**src/rtl/index_y_controller.sv**
```systemverilog
// Index-Y sequencer: accepts one Y-register operation, optionally performs a memory access, then issues Y strobes and N/Z/C flag updates.
// Latency: register ops execute the cycle after accept; memory ops execute the cycle after mem_ack, or abort with error after MEM_TIMEOUT wait cycles.
// Backpressure: op_ready is high only while idle; op inputs are ignored otherwise, giving one register op per two cycles at best.
module index_y_controller #(
    parameter int unsigned MEM_TIMEOUT = 15
) (
    input  logic       fclk,
    input  logic       resb,
    input  logic       op_valid,
    output logic       op_ready,
    input  logic [2:0] op_code,
    input  logic [7:0] op_operand,
    input  logic [7:0] y_value,
    output logic       y_load,
    output logic [7:0] y_load_data,
    output logic       y_increment,
    output logic       y_decrement,
    output logic       mem_req,
    output logic       mem_rwb,
    output logic [7:0] mem_wdata,
    input  logic       mem_ack,
    input  logic [7:0] mem_rdata,
    output logic       flag_we,
    output logic       flag_c_we,
    output logic       flag_n,
    output logic       flag_z,
    output logic       flag_c,
    output logic       done,
    output logic       error
);

    typedef enum logic [1:0] {
        IDLE = 2'd0,
        MEM  = 2'd1,
        EXEC = 2'd2
    } state_t;

    localparam logic [2:0] OP_LDY_IMM = 3'd0;
    localparam logic [2:0] OP_LDY_MEM = 3'd1;
    localparam logic [2:0] OP_STY     = 3'd2;
    localparam logic [2:0] OP_INY     = 3'd3;
    localparam logic [2:0] OP_DEY     = 3'd4;
    localparam logic [2:0] OP_CPY_IMM = 3'd5;
    localparam logic [2:0] OP_CPY_MEM = 3'd6;

    // Nine bits so that wait_cnt + 1 never wraps when compared with the limit.
    localparam logic [8:0] TIMEOUT_LIM = 9'(MEM_TIMEOUT);

    state_t     state;
    state_t     state_nxt;
    logic [2:0] code_q;
    logic [7:0] operand_q;
    logic [7:0] wdata_q;
    logic [7:0] wait_cnt;
    logic       abort_q;

    logic       accept;
    logic       op_is_mem;
    logic       timeout_hit;
    logic [7:0] inc_res;
    logic [7:0] dec_res;
    logic [7:0] cmp_diff;

    assign accept      = op_valid && op_ready;
    assign op_is_mem   = (op_code == OP_LDY_MEM) || (op_code == OP_STY) || (op_code == OP_CPY_MEM);
    // The current MEM cycle is the last one allowed when the incremented count meets the limit.
    assign timeout_hit = ({1'b0, wait_cnt} + 9'd1) >= TIMEOUT_LIM;
    assign inc_res     = y_value + 8'd1;
    assign dec_res     = y_value - 8'd1;
    assign cmp_diff    = y_value - operand_q;

    // State register with synchronous active-low reset.
    always_ff @(posedge fclk) begin
        if (!resb) begin
            state <= IDLE;
        end else begin
            state <= state_nxt;
        end
    end

    // Next-state selection: mem ops detour through MEM, which exits on ack or on timeout.
    always_comb begin
        state_nxt = state;
        case (state)
            IDLE: begin
                if (accept) begin
                    state_nxt = op_is_mem ? MEM : EXEC;
                end
            end
            MEM: begin
                if (mem_ack || timeout_hit) begin
                    state_nxt = EXEC;
                end
            end
            EXEC: begin
                state_nxt = IDLE;
            end
            default: begin
                state_nxt = IDLE;
            end
        endcase
    end

    // Operation capture, memory read-data capture and the MEM wait counter.
    always_ff @(posedge fclk) begin
        if (!resb) begin
            code_q    <= 3'd0;
            operand_q <= 8'd0;
            wdata_q   <= 8'd0;
            wait_cnt  <= 8'd0;
            abort_q   <= 1'b0;
        end else begin
            case (state)
                IDLE: begin
                    if (accept) begin
                        code_q    <= op_code;
                        operand_q <= op_operand;
                        wdata_q   <= y_value;
                        wait_cnt  <= 8'd0;
                        abort_q   <= 1'b0;
                    end
                end
                MEM: begin
                    if (mem_ack) begin
                        operand_q <= mem_rdata;
                    end else begin
                        wait_cnt <= wait_cnt + 8'd1;
                        if (timeout_hit) begin
                            abort_q <= 1'b1;
                        end
                    end
                end
                EXEC: begin
                    abort_q <= 1'b0;
                end
                default: begin
                    abort_q <= 1'b0;
                end
            endcase
        end
    end

    // Output decode: memory handshake in MEM, strobes and flags only in a non-aborted EXEC.
    always_comb begin
        op_ready    = 1'b0;
        y_load      = 1'b0;
        y_load_data = 8'd0;
        y_increment = 1'b0;
        y_decrement = 1'b0;
        mem_req     = 1'b0;
        mem_rwb     = 1'b0;
        mem_wdata   = 8'd0;
        flag_we     = 1'b0;
        flag_c_we   = 1'b0;
        flag_n      = 1'b0;
        flag_z      = 1'b0;
        flag_c      = 1'b0;
        done        = 1'b0;
        error       = 1'b0;
        case (state)
            IDLE: begin
                op_ready = 1'b1;
            end
            MEM: begin
                mem_req   = 1'b1;
                mem_rwb   = (code_q != OP_STY);
                mem_wdata = wdata_q;
            end
            EXEC: begin
                done = 1'b1;
                if (abort_q) begin
                    error = 1'b1;
                end else begin
                    case (code_q)
                        OP_LDY_IMM, OP_LDY_MEM: begin
                            y_load      = 1'b1;
                            y_load_data = operand_q;
                            flag_we     = 1'b1;
                            flag_n      = operand_q[7];
                            flag_z      = (operand_q == 8'd0);
                        end
                        OP_INY: begin
                            y_increment = 1'b1;
                            flag_we     = 1'b1;
                            flag_n      = inc_res[7];
                            flag_z      = (inc_res == 8'd0);
                        end
                        OP_DEY: begin
                            y_decrement = 1'b1;
                            flag_we     = 1'b1;
                            flag_n      = dec_res[7];
                            flag_z      = (dec_res == 8'd0);
                        end
                        OP_CPY_IMM, OP_CPY_MEM: begin
                            flag_we   = 1'b1;
                            flag_c_we = 1'b1;
                            flag_n    = cmp_diff[7];
                            flag_z    = (y_value == operand_q);
                            flag_c    = (y_value >= operand_q);
                        end
                        default: begin
                            // STY and NOP only signal completion.
                        end
                    endcase
                end
            end
            default: begin
            end
        endcase
    end

endmodule

```
**config.mk**
```make
export PLATFORM = sky130hd
export DESIGN_NAME = index_y_controller
export DESIGN_NICKNAME = d
export VERILOG_FILES = /design/src/rtl/index_y_controller.sv
export SDC_FILE = /design/constraint.sdc
export NUM_CORES = 1
export LEC_CHECK = 0
export ABC_AREA = 1
export CAP_MARGIN = 20
export CORE_UTILIZATION = 48
export DETAILED_ROUTE_END_ITERATION = 10
export PLACE_DENSITY = 0.78
export SYNTH_ARGS = -nofsm -noshare
export SYNTH_HDL_FRONTEND = slang
export SYNTH_SLANG_ARGS = --single-unit
```
**constraint.sdc**
```tcl
create_clock -name fclk -period 1.6 [get_ports fclk]
set_input_delay 0.24 -clock fclk [delete_from_list [all_inputs] [get_ports fclk]]
set_output_delay 0.24 -clock fclk [all_outputs]
set_load 0.02 [all_outputs]
```
==> impl_metrics.py <==
metrics = {
    "run_status": {
        "status": "finished, violations left",
        "violations": "negative setup slack",
    },
    "setup_path": {
        "required_ns": 1.36,
        "start_kind": "primary input",
        "worst_ep_arrival_time_ns": 1.93,
        "cp_max_fo": 4,
        "cp-end-kind": "primary output",
        "critical_path_class": "primary input to primary output",
    },
    "sta": {
        "rsz0062_at_grt": "yes",
        "final.setup.worst_slack_ns": -0.571,
        "fmax_mhz": 461,
        "relSlewSlack_pct": 73.1,
        "worst_pin_slew_ns": 0.400,
        "maxSlewViolCount": 0,
        "post-route-period-util_pct": 136,
        "finClkSkew_ns": 0.00430,
        "final.min_clock_period_ns": 2.17,
        "hold_viol_final": 0,
        "whs_ns": 0.504,
        "setup_violations": 22,
    },
    "logic_synthesis": {
        "synthDistinctLibCells": 27,
        "synth_top_area_share_pct": 28.8,
        "ys_seq_area_share_pct": 28.8,
        "syn-num-nets": 380,
        "ys_ff_latch": 30,
        "ys_warn_count": 0,
        "synth_ff_type": "dfxtp_1",
        "ys_top_cells_by_area": "dfxtp_1 29%, nand2_1 13%, inv_1 10%, nor2_1 8.5%, a21oi_1 6.5%",
        "netlist_area_um2": 2090,
        "synth.avg_cell_area_um2": 6.15,
        "synth.largest_area_cell": "dfxtp_1",
        "synth-edff-count": 0,
        "async_flop_share_pct": 0,
        "syn_inst": 339,
    },
    "global_routing": {
        "antenna_found_initial": 0,
        "grt_first_pass_wirelength_um": 10700,
        "first_global_vias": 2510,
        "grt-ovfl-total": 0,
        "grt_max_degree": 26,
        "grt_use_total_pct": 30.7,
    },
    "clocking": {
        "h-tree-depth": 2,
        "cts_tree": "built",
        "cts_buffers": 5,
        "postCtsHoldBufs": 0,
        "clkTransAtPathRegs_ns": 0.07,
        "cts.sinks": 30,
        "root_buffer": "clkbuf_8",
        "cts_buffer_depth": 2,
        "clk_latency_ns": 0.29,
    },
    "die": {
        "rows": 23,
        "core_area_um2": 4090,
        "start_util_pct": 51.0,
        "io_pins": 60,
        "die_y_um": 67.9,
        "dieWidth_um": 67.9,
        "die-area_um2": 4610,
    },
    "power": {
        "switching_share_pct": 39.0,
        "internal-power_mw": 1.79,
        "p_clk_share_pct": 22.6,
        "ir_worst_vdd_uv": 780,
        "p_switching_mw": 1.15,
        "p_leak_nw": 1.66,
        "pwr-share-comb_pct": 46.9,
        "seqPwrFrac_pct": 30.5,
        "power_density_nw_per_um2": 784,
    },
    "routing": {
        "ant_nets": 0,
        "drt_iter0_drc": 436,
        "dr.pass1.iters": 6,
        "drt-total-wl_um": 9560,
        "viasPerCell": 5.82,
        "drc": 0,
        "dr_total_vias": 2992,
        "post_drt_wl_per_cell_um": 18.6,
    },
    "final_layout": {
        "area_growth_pct": 79.8,
        "fill_cells": 168,
        "nNetsFinal": 504,
        "n_antenna_cell": 0,
        "drive_gt1_share_pct": 42.2,
    },
    "place": {
        "port_buffers": 59,
        "pre_cts_ws_ns": -1.01,
        "globalplace.congestion": 0.885,
        "dp_hpwl_um": 4860,
    },
    "worst_hold_path": {
        "hp-class": "primary input to flip-flop",
    },
    "job": {
        "drv_cap": 0,
    },
}
layer usage:
metal	global-route usage [%]	wire length (um)
met5	0	0
met4	9.90	592
met3	5.00	911
met2	55.0	4740
met1	36.8	3310
registers in the layout, summed over array words and instances (netlist names):
register / count
state: 2
abort_q: 1
operand_q: 8
wdata_q: 8
code_q: 3
wait_cnt: 8
power by group through the flow:
stage	combinational, mW	sequential [mW]	clock (mW)
floorplan	0.559	0.883	0
global placement	0.994	0.882	0
detailed placement	1.01	0.884	0
CTS	1.11	0.877	0.645
global route	1.47	0.902	0.686
finish	1.38	0.898	0.665
path summary, 6_finish.rpt:
check | from | endpoint | slack, ns | cells past startpoint
max | y_value[1] | flag_z | -0.57 | 8
min | op_operand[2] | operand_q[2] | 0.50 | 3
max reg2reg | state[0] | wait_cnt[6] | -0.05 | 9
min reg2reg | wait_cnt[1] | wait_cnt[1] | 0.51 | 2
through the flow:
stage	total power, mW	setup TNS (ns)	instance area, um2	util, %	std cells
floorplan	1.44	0	2220	-	339
global placement	1.88	-6.90	3240	79.4	493
detailed placement	1.90	-7.39	3240	79.4	493
CTS	2.63	-2.15	3490	85.3	507
global route	3.05	-7.24	3750	91.8	514
finish	2.94	-3.96	3750	91.8	514
layout by cell type (no fill, tap or decap), types with 2 or more instances in the layout:
master            n
clkbuf_8          6
clkinv_2          2
nor2_4           23
nand2_2           3
inv_1            45
a21oi_1          23
dlygate4sd2_1    10
buf_6            28
inv_2            10
inv_4             3
o21bai_1          2
nand4_1           4
clkdlybuf4s50_1  22
nor2_2           10
nor3_2            2
nand2_4           3
nand3_1          11
buf_4            55
nand2_1          69
inv_6             2
buf_2             4
nor3_4            2
nor2_1           25
nor3_1            2
o21ai_2           4
nand3_2           3
clkbuf_2          2
ha_4              8
a31oi_1           8
o21ai_0          19
o21ai_1           4
o21a_1            2
dfxtp_1          16
dfxtp_2          14
buf_12            2
a21oi_4           3
synthesized netlist by cell type, types with 6 or more instances:
cell type,n
nor2_1,47
dfxtp_1,30
a31oi_1,9
nor2_2,9
nand3_1,14
inv_1,56
o21ai_0,24
a21oi_1,27
nor3_1,6
nand2_1,75
ha_1,10
cells by family after synthesis:
kind of cell,Yosys count,share of synthesized area [%]
adders and majority gates,10,6.00
AOI/OAI and AO/OA,71,18.9
buffers and inverters,69,13.9
and+or+nand+nor,159,32.4
DFF,30,28.8
what timing repair did:
item | CTS | global route
resized for setup | 179 | 74
pin swaps | 14 | 14
setup endpoints to repair | 37 | 41
setup buffers | 7 | 8
cloned | 0 | 1
critical path, cell delays in order:
cell and delay, ns:
dlygate4sd2_1 0.33, buf_4 0.18, nor2_1 0.12, nor2_1 0.09
nor4_1 0.40, nand3_1 0.22, a21oi_4 0.20, buf_6 0.13
cell type report:
| type | instances | area (um2) | area share [%] |
|---|---|---|---|
| clock buffers | 6 | 82.6 | 2.20 |
| clock inverters | 2 | 12.5 | 0.334 |
| inverters | 61 | 251 | 6.71 |
| multi-input cells | 240 | 1600 | 42.6 |
| flip-flops and latches | 30 | 618 | 16.5 |
| well taps | 50 | 62.6 | 1.67 |
| repair buffers | 124 | 1120 | 29.9 |
| repair inverters | 1 | 5.00 | 0.133 |
No activity file was read; power rests on OpenSTA's default activity.
